==> src/rtl/bj_predict_resolve_unit.sv <==
`default_nettype none
// ============================================================================
//  Module   : bj_predict_resolve_unit
//  Purpose  : Resolves RV32IM branch/jump conditions in EX and drives PC_SEL.
//             A direct-mapped table of saturating counters predicts the
//             direction for the IF stage. Mispredictions are flagged against
//             the prediction carried down the pipeline, and saturating
//             branch/mispredict performance counters are maintained.
//  Ports    : CLK, RESET          - clock, synchronous active-high reset
//             IF_PC / PRED_TAKEN  - fetch-side lookup and prediction
//             EX_VALID, EX_STALL  - EX qualifiers (stall freezes all state)
//             EX_PC, BRANCH_JUMP  - EX instruction PC and op code
//             DATA1, DATA2        - rs1 / rs2 operands
//             EX_PRED_TAKEN       - prediction made in IF for this op
//             PC_SEL, MISPREDICT  - combinational resolution results
//             BRANCH_CNT          - resolved conditional branch count
//             MISPRED_CNT         - mispredicted conditional branch count
//  Revision : 1.0 - initial release
// ============================================================================
module bj_predict_resolve_unit #(
  parameter int XLEN        = 32,
  parameter int BHT_ENTRIES = 16,
  parameter int CTR_BITS    = 2,
  parameter int PERF_BITS   = 32
) (
  input  logic                 CLK,
  input  logic                 RESET,
  input  logic [XLEN-1:0]      IF_PC,
  output logic                 PRED_TAKEN,
  input  logic                 EX_VALID,
  input  logic                 EX_STALL,
  input  logic [XLEN-1:0]      EX_PC,
  input  logic [3:0]           BRANCH_JUMP,
  input  logic [XLEN-1:0]      DATA1,
  input  logic [XLEN-1:0]      DATA2,
  input  logic                 EX_PRED_TAKEN,
  output logic                 PC_SEL,
  output logic                 MISPREDICT,
  output logic [PERF_BITS-1:0] BRANCH_CNT,
  output logic [PERF_BITS-1:0] MISPRED_CNT
);

  localparam int c_idx = $clog2(BHT_ENTRIES);
  // Weakly not-taken: MSB clear, all lower bits set.
  localparam logic [CTR_BITS-1:0] c_ctr_init = {1'b0, {(CTR_BITS-1){1'b1}}};

  // --------------------------------------------------------------------------
  // Condition resolution
  // --------------------------------------------------------------------------
  logic [2:0] w_funct3;
  logic       w_is_cond;
  logic       w_is_jump;
  logic       w_cond_legal;
  logic       w_cond_taken;

  assign w_funct3     = BRANCH_JUMP[2:0];
  assign w_is_cond    = BRANCH_JUMP[3];
  assign w_is_jump    = (BRANCH_JUMP == 4'b0001);
  // funct3 010/011 have no branch meaning.
  assign w_cond_legal = w_is_cond && (w_funct3[2:1] != 2'b01);

  always_comb begin
    w_cond_taken = 1'b0;
    // Operands only looked at for conditional ops so X on DATA cannot leak.
    if (w_is_cond) begin
      case (w_funct3)
        3'b000:  w_cond_taken = (DATA1 == DATA2);
        3'b001:  w_cond_taken = (DATA1 != DATA2);
        3'b100:  w_cond_taken = ($signed(DATA1) < $signed(DATA2));
        3'b101:  w_cond_taken = !($signed(DATA1) < $signed(DATA2));
        3'b110:  w_cond_taken = (DATA1 < DATA2);
        3'b111:  w_cond_taken = !(DATA1 < DATA2);
        default: w_cond_taken = 1'b0;
      endcase
    end
  end

  logic w_update;

  assign PC_SEL     = EX_VALID && (w_is_jump || (w_is_cond && w_cond_taken));
  // Jumps are excluded; target prediction for them lives elsewhere.
  assign MISPREDICT = EX_VALID && w_cond_legal && (PC_SEL != EX_PRED_TAKEN);
  assign w_update   = EX_VALID && !EX_STALL && w_cond_legal;

  // --------------------------------------------------------------------------
  // Branch history table
  // --------------------------------------------------------------------------
  logic [c_idx-1:0]    w_if_idx;
  logic [c_idx-1:0]    w_ex_idx;
  logic [CTR_BITS-1:0] w_ctr_cur;
  logic [CTR_BITS-1:0] w_ctr_next;
  logic [CTR_BITS-1:0] bht_q [BHT_ENTRIES];
  logic [CTR_BITS-1:0] bht_d [BHT_ENTRIES];

  assign w_if_idx  = IF_PC[c_idx+1:2];
  assign w_ex_idx  = EX_PC[c_idx+1:2];
  // Lookup reads the stored table only: a same-cycle update is not bypassed.
  assign PRED_TAKEN = bht_q[w_if_idx][CTR_BITS-1];
  assign w_ctr_cur  = bht_q[w_ex_idx];

  always_comb begin
    w_ctr_next = w_ctr_cur;
    if (PC_SEL) begin
      if (w_ctr_cur != {CTR_BITS{1'b1}}) w_ctr_next = w_ctr_cur + CTR_BITS'(1);
    end else begin
      if (w_ctr_cur != {CTR_BITS{1'b0}}) w_ctr_next = w_ctr_cur - CTR_BITS'(1);
    end
  end

  always_comb begin
    bht_d = bht_q;
    if (w_update) bht_d[w_ex_idx] = w_ctr_next;
  end

  always_ff @(posedge CLK) begin
    if (RESET) begin
      for (int i = 0; i < BHT_ENTRIES; i++) bht_q[i] <= c_ctr_init;
    end else begin
      bht_q <= bht_d;
    end
  end

  // --------------------------------------------------------------------------
  // Saturating performance counters
  // --------------------------------------------------------------------------
  logic [PERF_BITS-1:0] branch_cnt_q, branch_cnt_d;
  logic [PERF_BITS-1:0] mispred_cnt_q, mispred_cnt_d;

  always_comb begin
    branch_cnt_d  = branch_cnt_q;
    mispred_cnt_d = mispred_cnt_q;
    if (w_update && (branch_cnt_q != {PERF_BITS{1'b1}}))
      branch_cnt_d = branch_cnt_q + PERF_BITS'(1);
    if (w_update && MISPREDICT && (mispred_cnt_q != {PERF_BITS{1'b1}}))
      mispred_cnt_d = mispred_cnt_q + PERF_BITS'(1);
  end

  always_ff @(posedge CLK) begin
    if (RESET) begin
      branch_cnt_q  <= '0;
      mispred_cnt_q <= '0;
    end else begin
      branch_cnt_q  <= branch_cnt_d;
      mispred_cnt_q <= mispred_cnt_d;
    end
  end

  assign BRANCH_CNT  = branch_cnt_q;
  assign MISPRED_CNT = mispred_cnt_q;

  // PC bits outside the index field play no part in prediction.
  logic unused_pc_bits;
  assign unused_pc_bits = ^{IF_PC[XLEN-1:c_idx+2], IF_PC[1:0],
                            EX_PC[XLEN-1:c_idx+2], EX_PC[1:0]};

endmodule
`default_nettype wire
==> config.mk <==
export PLATFORM = sky130hd
export DESIGN_NAME = bj_predict_resolve_unit
export DESIGN_NICKNAME = d
export VERILOG_FILES = /design/src/rtl/bj_predict_resolve_unit.sv
export SDC_FILE = /design/constraint.sdc
export NUM_CORES = 1
export LEC_CHECK = 0
export CAP_MARGIN = 20
export CORE_AREA = 2 2 137 172
export CTS_BUF_LIST = sky130_fd_sc_hd__clkbuf_8
export CTS_CLUSTER_DIAMETER = 100
export DETAILED_ROUTE_END_ITERATION = 8
export DIE_AREA = 0 0 139 174
export GPL_TIMING_DRIVEN = 1
export PLACE_DENSITY = 0.53
export SYNTH_ARGS = -nofsm -noshare
export SYNTH_HDL_FRONTEND = slang
export SYNTH_SLANG_ARGS = --single-unit
==> constraint.sdc <==
create_clock -name CLK -period 3.3 [get_ports CLK]
set_input_delay 0.33 -clock CLK [delete_from_list [all_inputs] [get_ports CLK]]
set_output_delay 0.33 -clock CLK [all_outputs]
set_load 0.05 [all_outputs]
; Word level (Yosys, flattened, before mapping)
; Index checks and enable logic that the tools add are counted.
[classes]
addsub = 4
n_mul = 0
div_mod_pow = 0
magnitude_cmp = 5
n_eq_ne = 13
shift = 0
n_mux = 14
n_bitwise = 2
reduce_logical = 17
[ops]
columns = operator, n
row1 = $add 32x1->32 const B, 2
row2 = $lt 32x32->1, 2
row3 = $ne 32x32->1 const B, 2
row4 = $bwmux 32, 1
row5 = $eq 32x32->1, 1
row6 = $ne 32x32->1, 1
row7 = $bmux 2 s4, 2
row8 = $mux 2, 8
row9 = $eq 3x3->1 const B, 4
row10 = $logic_and 1x1->1, 11
row11 = $ge 5x5->1 const B, 2
row12 = $not 4->5, 2
row13 = $demux 2 s4, 1
row14 = $pmux 1 s6, 1
row15 = $lt 5x1->1 const B, 1
row16 = $eq 4x1->1 const B, 1
row17 = $eq 3x1->1 const B, 1
row18 = $logic_not 1->1, 3
row19 = $logic_not 3->1, 1
row20 = $add 2x1->2 const B, 1
row21 = $ne 2x1->1 const B, 1
row22 = $ne 2x2->1 const B, 1
row23 = $reduce_bool 2->1, 1
row24 = $sub 2x1->2 const B, 1
row25 = other kinds (3), 3
[totals]
reg_bits = 96
latchBits = 0
ramBits = 0
rom_bits = 0
out_inout_bits = 67
word_cells = 73
n_memories = 0

; Depth between registers and ports, before layout
; Gate-level depths: netlist (run 1).
[logic_depth]
ltp_word = 11
mapped_depth = 13

; Least setup slack after synthesis (run 1)
; No wires, ideal clock.
[synth_timing]
path_kind = input-to-reg
startpoint = input DATA2[31]
endpoint = register mispred_cnt_q[1], in the netlist MISPRED_CNT[1]
t_arrival_ns = 3.217
t_required_ns = 3.172
setup_slack_ns = -0.044
path_stages = 12
n_path_buf = 2
cell_sequence = inv_1 ha_1 nand4_1 or4_4 or3_1 and4_4 o31ai_2 mux2i_1 clkbuf_1 buf_2 mux2i_1 nor2_1
[synth_via]
elab_chain_len = 11
word_cells_on_any_way = 15
[synth_rtl]
columns = element, line
row1 = from (decl), 35  ; input logic [XLEN-1:0] DATA2,
row2 = "$lt 32x32->1, on equally long branches", n/a
row3 = "$logic_not 1->1, on equally long branches", "72, 70"
row4 = $pmux 1 s6 (*), 66  ; case (w_funct3)
row5 = $mux 1 (*), 65  ; if (w_is_cond) begin
row6 = $logic_and 1x1->1 (*), 80  ; assign PC_SEL = EX_VALID && (w_is_jump || (w_is_cond && w_cond_taken));
row7 = $logic_or 1x1->1 (*), 80
row8 = $logic_and 1x1->1 (*), 80
row9 = $ne 1x1->1 (*), 82  ; assign MISPREDICT = EX_VALID && w_cond_legal && (PC_SEL != EX_PRED_TAKEN);
row10 = $logic_and 1x1->1 (*), 82
row11 = $logic_and 1x1->1 (*) (2 in series), 134  ; if (w_update && MISPREDICT && (mispred_cnt_q != {PERF_BITS{1'b1}}))
row12 = to (signal assigned), 144  ; mispred_cnt_q <= mispred_cnt_d;
row13 = to (decl), 127  ; logic [PERF_BITS-1:0] mispred_cnt_q, mispred_cnt_d;
; Every way passes the cells marked *; elsewhere a longest branch is shown, timed or not.
; A chain may end at the register's enable or synchronous reset.

; Worst setup path after layout (run 1)
[layout_timing]
startpoint = input DATA1[19]
endpoint = register mispred_cnt_q[17], in the netlist MISPRED_CNT[17]
[layout_via]
elab_chain_len = 11
word_cells_on_any_way = 15
[layout_rtl]
columns = element, line
row1 = from (decl), 34  ; input logic [XLEN-1:0] DATA1,
row2 = "$lt 32x32->1, on equally long branches", n/a
row3 = "$logic_not 1->1, on equally long branches", "72, 70"
row4 = $pmux 1 s6 (*), 66
row5 = $mux 1 (*), 65
row6 = $logic_and 1x1->1 (*), 80
row7 = $logic_or 1x1->1 (*), 80
row8 = $logic_and 1x1->1 (*), 80
row9 = $ne 1x1->1 (*), 82
row10 = $logic_and 1x1->1 (*), 82
row11 = $logic_and 1x1->1 (*) (2 in series), 134
; Marked as above.

==> metrics.md, run 1 <==
| Metric | Value |
|---|---|
| Cells after synthesis | `683` |
| Post-layout nets | `1,027` |
| Root buf cell | `clkbuf_8` |
| 1st-pass router iterations | `6` |
| Via Count | `5,509` |
| Core region area | `0.02265 mm^2` |
| Top sig layer | `met4` |
| CP cell instances | `dlygate4sd2_1 -> ha_4 -> nand4_1 -> or4_4 -> or3_4 -> a31oi_4 -> o31ai_4 -> buf_4 -> buf_6 -> mux2i_4 -> buf_12 -> buf_4 -> clkbuf_16 -> or3_1 -> a21oi_2` |
| Number of fill cells | `2,345` |
| Die X | `139 um` |
| Dpl hpwl | `12.05 mm` |
| Layout Skew | `0.01652 ns` |
| Slew Limit Headroom | `34.01%` |
| Library cells used by synthesis | `42` |
| Worst setup startpoint | `DATA1[19]` |
| Critical Path End Type | `flip-flop` |
| Startpoint Class | `input port` |
| CTS sink count | `96` |
| Fin. Hold Viols | `0` |
| Residual DRC count | `0` |
| Slowest cell on the critical path | `or4_4` |
| Tmin final | `3.202 ns` |
| Remaining global-route overflow | `0` |
| CP max stage delay | `0.45 ns` |
| Synthesis Warnings | `0` |
| Required time worst endpoint | `3.61 ns` |
| DP Worst Slack | `-0.4905 ns` |
| CTS Hold Buffers Added | `0` |
| Pleak | `0.003224 uW` |
| Routed wl met2 | `8.667 mm` |
| Mapped cell area | `0.005537 mm^2` |
| Total routed wirelength | `16.77 mm` |
| Initial core utilization | `24.44%` |
| Total area of sequential cells | `0.001922 mm^2` |
| Largest net degree at the start of global routing | `50` |
| RR Endpoint | `MISPRED_CNT[17]$_SDFFE_PP0P_` |
| CP Capture Point | `MISPRED_CNT[17]$_SDFFE_PP0P_` |
| Final slew viol count | `0` |
| Layout cells sized above 1 | `20.09%` |
| Multi-input logic area | `0.003721 mm^2` |
| Sequential share of the synthesized area | `34.71%` |
| CP most frequent cell | `buf_4` |
| Status | `finished, final reports clean` |
| Final WS setup | `0.09760 ns` |
| Ports | `204` |
| Worst skew pair latency | `0.38 ns` |
| H-tree levels | `3` |
| Inserted Diodes | `0` |
| Mean Syn Cell Area | `8.106 um^2` |
| Routed len/inst | `14.60 um` |
| Clock slew seen by the registers of the worst setup and hold paths | `0.11 ns` |
| Maxcap violations | `0` |
| R2R cell count | `12` |
| Total CTS buffers | `9` |
| Critical path type | `input port to flip-flop` |
| FF+latch count, synth | `96` |
| Vias in the first global route | `5,280` |
| Least-Margin Pin Slew | `0.9899 ns` |
| Final Cycle Share | `97.04%` |
| RSZ-0062 raised after global routing | `true` |
| Total Routing Usage GR | `13.20%` |
| RePlAce Congestion | `0.7738` |
| R2R Path Start | `MISPRED_CNT[4]$_SDFFE_PP0P_` |
| Max Clock Freq | `0.3123 GHz` |
| Max Buffers Root-to-Sink | `2` |
| Area Growth Syn to Fin | `51.05%` |
| Final setup violating endpoints | `0` |
| Met3 WL post-DR | `649 um` |
| Antenna violations before repair | `0` |
| Reg-to-reg slack, setup | `0.36 ns` |
| Worst-path fanout max | `9` |
| First-pass GRT wire length | `26.48 mm` |
| Synthesized netlist net count | `854` |
| Vias/cell | `4.795` |
| Power, Total | `2348 uW` |
| Worst VDD drop | `0.0001448 V` |
| Final TNS setup | `0 ns` |
| Metal-1 WL | `7.082 mm` |
| Hold_ws | `0.4732 ns` |
| Cell area power density | `280.7 mW/mm^2` |
| Port Buffers | `147` |
| Die Area | `0.02419 mm^2` |
| CTS tree | `built` |
| Arrival time worst endpoint | `3.52 ns` |
| Worst min path class | `flip-flop to flip-flop` |
| Post-DRT Antenna Nets | `0` |
| DRT iter0 DRCs | `252` |
| Die Ht | `174 um` |
| Row count | `62` |
-- metal layers --
metal | track usage (%) | vias to the layer above
met2 | 23.93 | 103
li1 | - | 2810
met5 | 0 | -
met3 | 2.534 | 21
met4 | 4.503 | 0
met1 | 15.50 | 2575
-- final cells by class --
cell class,count,area share (%)
well taps,288,4.309
flip-flops and latches,96,22.98
repair buffers,190,23.52
clock inverters,6,0.7331
multi-input cells,508,44.49
inverters,51,2.319
clock buffers,10,1.646
-- where the power goes --
| part | internal [uW] | switching [uW] | total (uW) |
|---|---|---|---|
| clock network | 314 | 471 | 784 |
| logic | 212 | 187 | 399 |
| registers | 1160 | 2.91 | 1160 |
| total | 1690 | 661 | 2350 |
-- worst min-delay path by stage --
stage / from / end / slack, ns / cells after the start
after global placement: bht_q[20]$_SDFFE_PP1P_ / bht_q[20]$_SDFFE_PP1P_ / 0.45 / 2
after CTS: bht_q[8]$_SDFFE_PP1P_ / bht_q[8]$_SDFFE_PP1P_ / 0.48 / 2
after global routing: bht_q[20]$_SDFFE_PP1P_ / bht_q[20]$_SDFFE_PP1P_ / 0.51 / 2
final: bht_q[8]$_SDFFE_PP1P_ / bht_q[8]$_SDFFE_PP1P_ / 0.47 / 2
after floorplan: bht_q[10]$_SDFFE_PP1P_ / bht_q[10]$_SDFFE_PP1P_ / 0.43 / 2
after detailed placement: bht_q[8]$_SDFFE_PP1P_ / bht_q[8]$_SDFFE_PP1P_ / 0.46 / 2
-- kinds of logic after synthesis --
logic type	after synthesis	synth area share (%)
AO/OA/AOI/OAI	163	16.43
flip-flops	96	34.71
adder cells (fa/ha/maj)	35	7.864
buffers and inverters	79	5.424
XOR/XNOR	27	4.271
AND/OR/NAND/NOR	263	24.47
multiplexers	20	6.825
-- cell usage after synthesis --
cell type  instances  share of area (%)
and2_1             4               0.45
clkbuf_1          25                1.7
inv_1             51                3.5
and3_1             5               0.56
xor2_1            16                2.5
o211ai_1           4               0.54
nand2b_1           3               0.34
o31ai_2            1               0.23
maj3_1             1               0.18
a22oi_1            1               0.14
dfxtp_1           96                 35
nor3_2             1               0.18
mux2_2             2               0.41
mux4_2            14                5.7
or4_1             10                1.4
nor3b_1            2               0.27
o21a_1             2               0.27
a21o_1             3               0.41
and4_1            11                1.7
nand2_1           50                3.4
nor4_1             4               0.45
nand4_1           17                1.9
or3_1             31                3.5
a31oi_1            2               0.23
a221oi_1           2               0.32
o21ai_0           55                5.0
nand3_1           39                3.5
ha_1              34                7.7
nor2b_1            4               0.45
or2_2              5               0.56
o31a_1             2               0.32
o31ai_1           12                1.6
a211oi_1           3               0.41
nor2_1            63                4.3
a2111o_1           1               0.20
nor3_1            12                1.1
xnor2_1           11                1.7
and4_4             1               0.20
mux2i_1            4               0.72
a21oi_1           75                6.8
or4_4              1               0.20
buf_2              3               0.27
-- critical path: cells and delay by family --
| family | cells | cell delay (ns) |
|---|---|---|
| muxes | 1 | 0.22 |
| AOI/OAI and AO/OA | 3 | 0.40 |
| adders and majority gates | 1 | 0.27 |
| and+or+nand+nor | 4 | 1.33 |
| buffers and inverters | 6 | 0.96 |
-- flip-flops by register name (all words and copies together), names as in the netlist --
name	count
MISPRED_CNT	32
BRANCH_CNT	32
bht_q	32
-- metrics by stage --
stage                     cells  area [um^2]  utilization, %
after global routing       1149         8363           36.92
after CTS                  1139         7995           35.30
after global placement     1119         7542           33.30
after detailed placement   1119         7542           33.30
final                      1149         8363           36.92
after floorplan             683         5542               -
-- what timing repair did --
| action | in CTS | in global routing |
|---|---|---|
| endpoints found under the setup margin | 9 | 34 |
| pin swaps | 16 | 25 |
| cloned | 2 | 3 |
| setup buffers | 2 | 7 |
| hold endpoints to repair | 0 | 0 |
| resized for setup | 64 | 118 |
-- layout by cell type, fill, tap and decap left out, types with 12 or more instances in the layout --
| master | count |
|---|---|
| nor2_1 | 62 |
| clkdlybuf4s50_1 | 80 |
| dfxtp_1 | 96 |
| buf_4 | 29 |
| o31ai_1 | 12 |
| nand4_1 | 17 |
| clkbuf_2 | 20 |
| dlymetal6s2s_1 | 37 |
| inv_1 | 24 |
| o21ai_0 | 53 |
| or3_1 | 30 |
| nand3_1 | 39 |
| inv_2 | 26 |
| a21oi_1 | 71 |
| ha_4 | 25 |
| xor2_1 | 16 |
| nand2_1 | 50 |
| mux4_2 | 14 |
| nor3_1 | 12 |
(Power assumes the default switching activity.)
==> inputs of run 2 (changes only) <==
--- a/config.mk
+++ b/config.mk
@@ -6,13 +6,12 @@
 export NUM_CORES = 1
 export LEC_CHECK = 0
 export CAP_MARGIN = 20
-export CORE_AREA = 2 2 137 172
-export CTS_BUF_LIST = sky130_fd_sc_hd__clkbuf_8
+export CORE_AREA = 2 2 152 154
 export CTS_CLUSTER_DIAMETER = 100
 export DETAILED_ROUTE_END_ITERATION = 8
-export DIE_AREA = 0 0 139 174
+export DIE_AREA = 0 0 154 156
 export GPL_TIMING_DRIVEN = 1
-export PLACE_DENSITY = 0.53
+export PLACE_DENSITY = 0.54
 export SYNTH_ARGS = -nofsm -noshare
 export SYNTH_HDL_FRONTEND = slang
 export SYNTH_SLANG_ARGS = --single-unit
==> metrics.md, run 2 (synthesis gave the netlist of run 1 again) <==
| Metric | Value |
|---|---|
| CP most frequent cell | `buf_6 (was buf_4)` |
| Worst min path class | `flip-flop to flip-flop (unchanged)` |
| Ports | `204 (unchanged)` |
| Final slew viol count | `0 (unchanged)` |
| Startpoint Class | `input port (unchanged)` |
| Core region area | `0.02237 mm^2 (was 0.02265 mm^2)` |
| Clock slew seen by the registers of the worst setup and hold paths | `0.07 ns (was 0.11 ns)` |
| CTS tree | `built (unchanged)` |
| First-pass GRT wire length | `26.83 mm (was 26.48 mm)` |
| Placed Instance Area | `0.007468 mm^2 (was 0.007542 mm^2)` |
| Tmin final | `3.176 ns (was 3.202 ns)` |
| GRT Max-Usage Layer | `met2 (unchanged)` |
| Arrival time worst endpoint | `3.45 ns (was 3.52 ns)` |
| Met2 GRT Util | `24.41% (was 23.93%)` |
| Antenna violations before repair | `0 (unchanged)` |
| R2R cell count | `10 (was 12)` |
| Area Growth Syn to Fin | `50.10% (was 51.05%)` |
| DP Worst Slack | `-0.6305 ns (was -0.4905 ns)` |
| DRT iter0 DRCs | `211 (was 252)` |
| Fin. Hold Viols | `0 (unchanged)` |
| Max Clock Freq | `0.3149 GHz (was 0.3123 GHz)` |
| Commonest cells after routing, fill and taps aside | `dfxtp_1, clkdlybuf4s50_1, a21oi_1 (unchanged)` |
| Row count | `55 (was 62)` |
| Root buf cell | `clkbuf_16 (was clkbuf_8)` |
| Total routed wirelength | `16.76 mm (was 16.77 mm)` |
| Least-Margin Pin Slew | `0.7733 ns (was 0.9899 ns)` |
| H-tree levels | `3 (unchanged)` |
| 1st-pass router iterations | `6 (unchanged)` |
| Max Buffers Root-to-Sink | `2 (unchanged)` |
| Critical path type | `input port to flip-flop (unchanged)` |
| Die X | `154 um (was 139 um)` |
| GRT met1 Usage | `16.65% (was 15.50%)` |
| Layout Skew | `0.01137 ns (was 0.01652 ns)` |
| Commonest non-fill, non-tap cell in the layout | `dfxtp_1 (unchanged)` |
| Remaining global-route overflow | `0 (unchanged)` |
| Vias/cell | `4.808 (was 4.795)` |
| CTS sink count | `96 (unchanged)` |
| Vias in the first global route | `5,361 (was 5,280)` |
| Final Cycle Share | `96.23% (was 97.04%)` |
| Post-layout nets | `1,019 (was 1,027)` |
| Cell area power density | `325.4 mW/mm^2 (was 280.7 mW/mm^2)` |
| Layout cells sized above 1 | `18.41% (was 20.09%)` |
| Worst-path fanout max | `8 (was 9)` |
| Die Area | `0.02402 mm^2 (was 0.02419 mm^2)` |
| Total Routing Usage GR | `13.66% (was 13.20%)` |
| Initial core utilization | `24.76% (was 24.44%)` |
| Worst skew pair latency | `0.35 ns (was 0.38 ns)` |
| Status | `finished, final reports clean (unchanged)` |
| Final WS setup | `0.1244 ns (was 0.09760 ns)` |
| Die Ht | `156 um (was 174 um)` |
| Worst Hold Depth | `2 (unchanged)` |
| Slowest cell on the critical path | `or4_4 (unchanged)` |
| Maxcap violations | `0 (unchanged)` |
| Pleak | `0.003159 uW (was 0.003224 uW)` |
| Inserted Diodes | `0 (unchanged)` |
| Post-Layout Inst Area | `0.008310 mm^2 (was 0.008363 mm^2)` |
| Port Buffers | `147 (unchanged)` |
| Critical Path End Type | `flip-flop (unchanged)` |
| Post-DRT Antenna Nets | `0 (unchanged)` |
| CP cell instances | `clkdlybuf4s15_1 -> inv_2 -> ha_4 -> nand4_1 -> or4_4 -> or3_4 -> a31oi_4 -> o31ai_4 -> buf_6 -> mux2i_4 -> buf_6 -> or4_1 -> a21oi_2 (was dlygate4sd2_1 -> ha_4 -> nand4_1 -> or4_4 -> or3_4 -> a31oi_4 -> o31ai_4 -> buf_4 -> buf_6 -> mux2i_4 -> buf_12 -> buf_4 -> clkbuf_16 -> or3_1 -> a21oi_2)` |
| Required time worst endpoint | `3.58 ns (was 3.61 ns)` |
| RePlAce Congestion | `0.7959 (was 0.7738)` |
| Met3 Usage GRT | `2.861% (was 2.534%)` |
| Largest net degree at the start of global routing | `43 (was 50)` |
| Slew Limit Headroom | `48.45% (was 34.01%)` |
| Total CTS buffers | `9 (unchanged)` |
| CP max stage delay | `0.52 ns (was 0.45 ns)` |
| CTS Hold Buffers Added | `0 (unchanged)` |
| Fin util | `37.16% (was 36.92%)` |
| RSZ-0062 raised after global routing | `false (was true)` |
| Routed len/inst | `14.73 um (was 14.60 um)` |
| Dpl hpwl | `11.90 mm (was 12.05 mm)` |
| Worst VDD drop | `0.0002315 V (was 0.0001448 V)` |
| Residual DRC count | `0 (unchanged)` |
| Via Count | `5,472 (was 5,509)` |
| Final setup violating endpoints | `0 (unchanged)` |
[run 2: changes by cell type in the layout (fill, tap and decap cells not counted), moves of 3 or more]
cell,change
clkbuf_16,+6
buf_12,-3
clkdlybuf4s15_1,+3
inv_1,+3
dlymetal6s2s_1,-3
buf_4,-3
clkbuf_8,-10
[run 2: per-layer routing]
metal / part of all wire, % / vias up
met5: 0 / -
met4: 1.4 / 0
met3: 2.8 / 16
met2: 51 / 80
met1: 45 / 2592
li1: - / 2784
[run 2: through the flow]
stage	setup TNS, ns	cells	power [uW]	hold slack [ns]
floorplan	0	683	1343	0.4329
global route	0	1138	2836	0.5003
CTS	-0.3199	1135	2724	0.4743
global placement	-31.73	1110	1516	0.4500
detailed placement	-33.99	1110	1517	0.4536
finish	0	1138	2704	0.4721
[run 2: where the power goes]
| group | leakage, uW | internal, uW | switching (uW) |
|---|---|---|---|
| logic | 0.00223 | 194 | 181 |
| clock network | 0.000157 | 673 | 492 |
| registers | 0.000774 | 1160 | 3.02 |
[run 2: final cells by class]
type	instances	area [um^2]
Multi-Input combinational cell	508	3702
Inverter	51	191.4
Sequential cell	96	1922
Clock buffer	9	225.2
Clock inverter	7	102.6
Timing Repair Buffer	182	1810
Fill cell	2291	14050
Tap cell	285	356.6
[run 2: what timing repair did]
action | 4_1_cts | 5_1_grt
setup buffers | 7 | 2
gates resized for setup | 61 | 116
pin swaps | 10 | 33
endpoints found under the setup margin | 62 | 47
cloned | 2 | 1
[run 2: worst max-delay path, delay by kind of cell]
kind | cells | cell delay, ns
buffers and inverters | 4 | 0.53
muxes | 1 | 0.26
adders and majority gates | 1 | 0.26
and+or+nand+nor | 4 | 1.58
AOI/OAI and AO/OA | 3 | 0.48
[run 2: worst paths after layout]
path                               start                      endpoint  slack, ns
min                bht_q[8]$_SDFFE_PP1P_         bht_q[8]$_SDFFE_PP1P_       0.47
max reg2reg  MISPRED_CNT[3]$_SDFFE_PP0P_  MISPRED_CNT[26]$_SDFFE_PP0P_       0.35
max                            DATA2[26]  MISPRED_CNT[27]$_SDFFE_PP0P_       0.12
min reg2reg        bht_q[8]$_SDFFE_PP1P_         bht_q[8]$_SDFFE_PP1P_       0.47
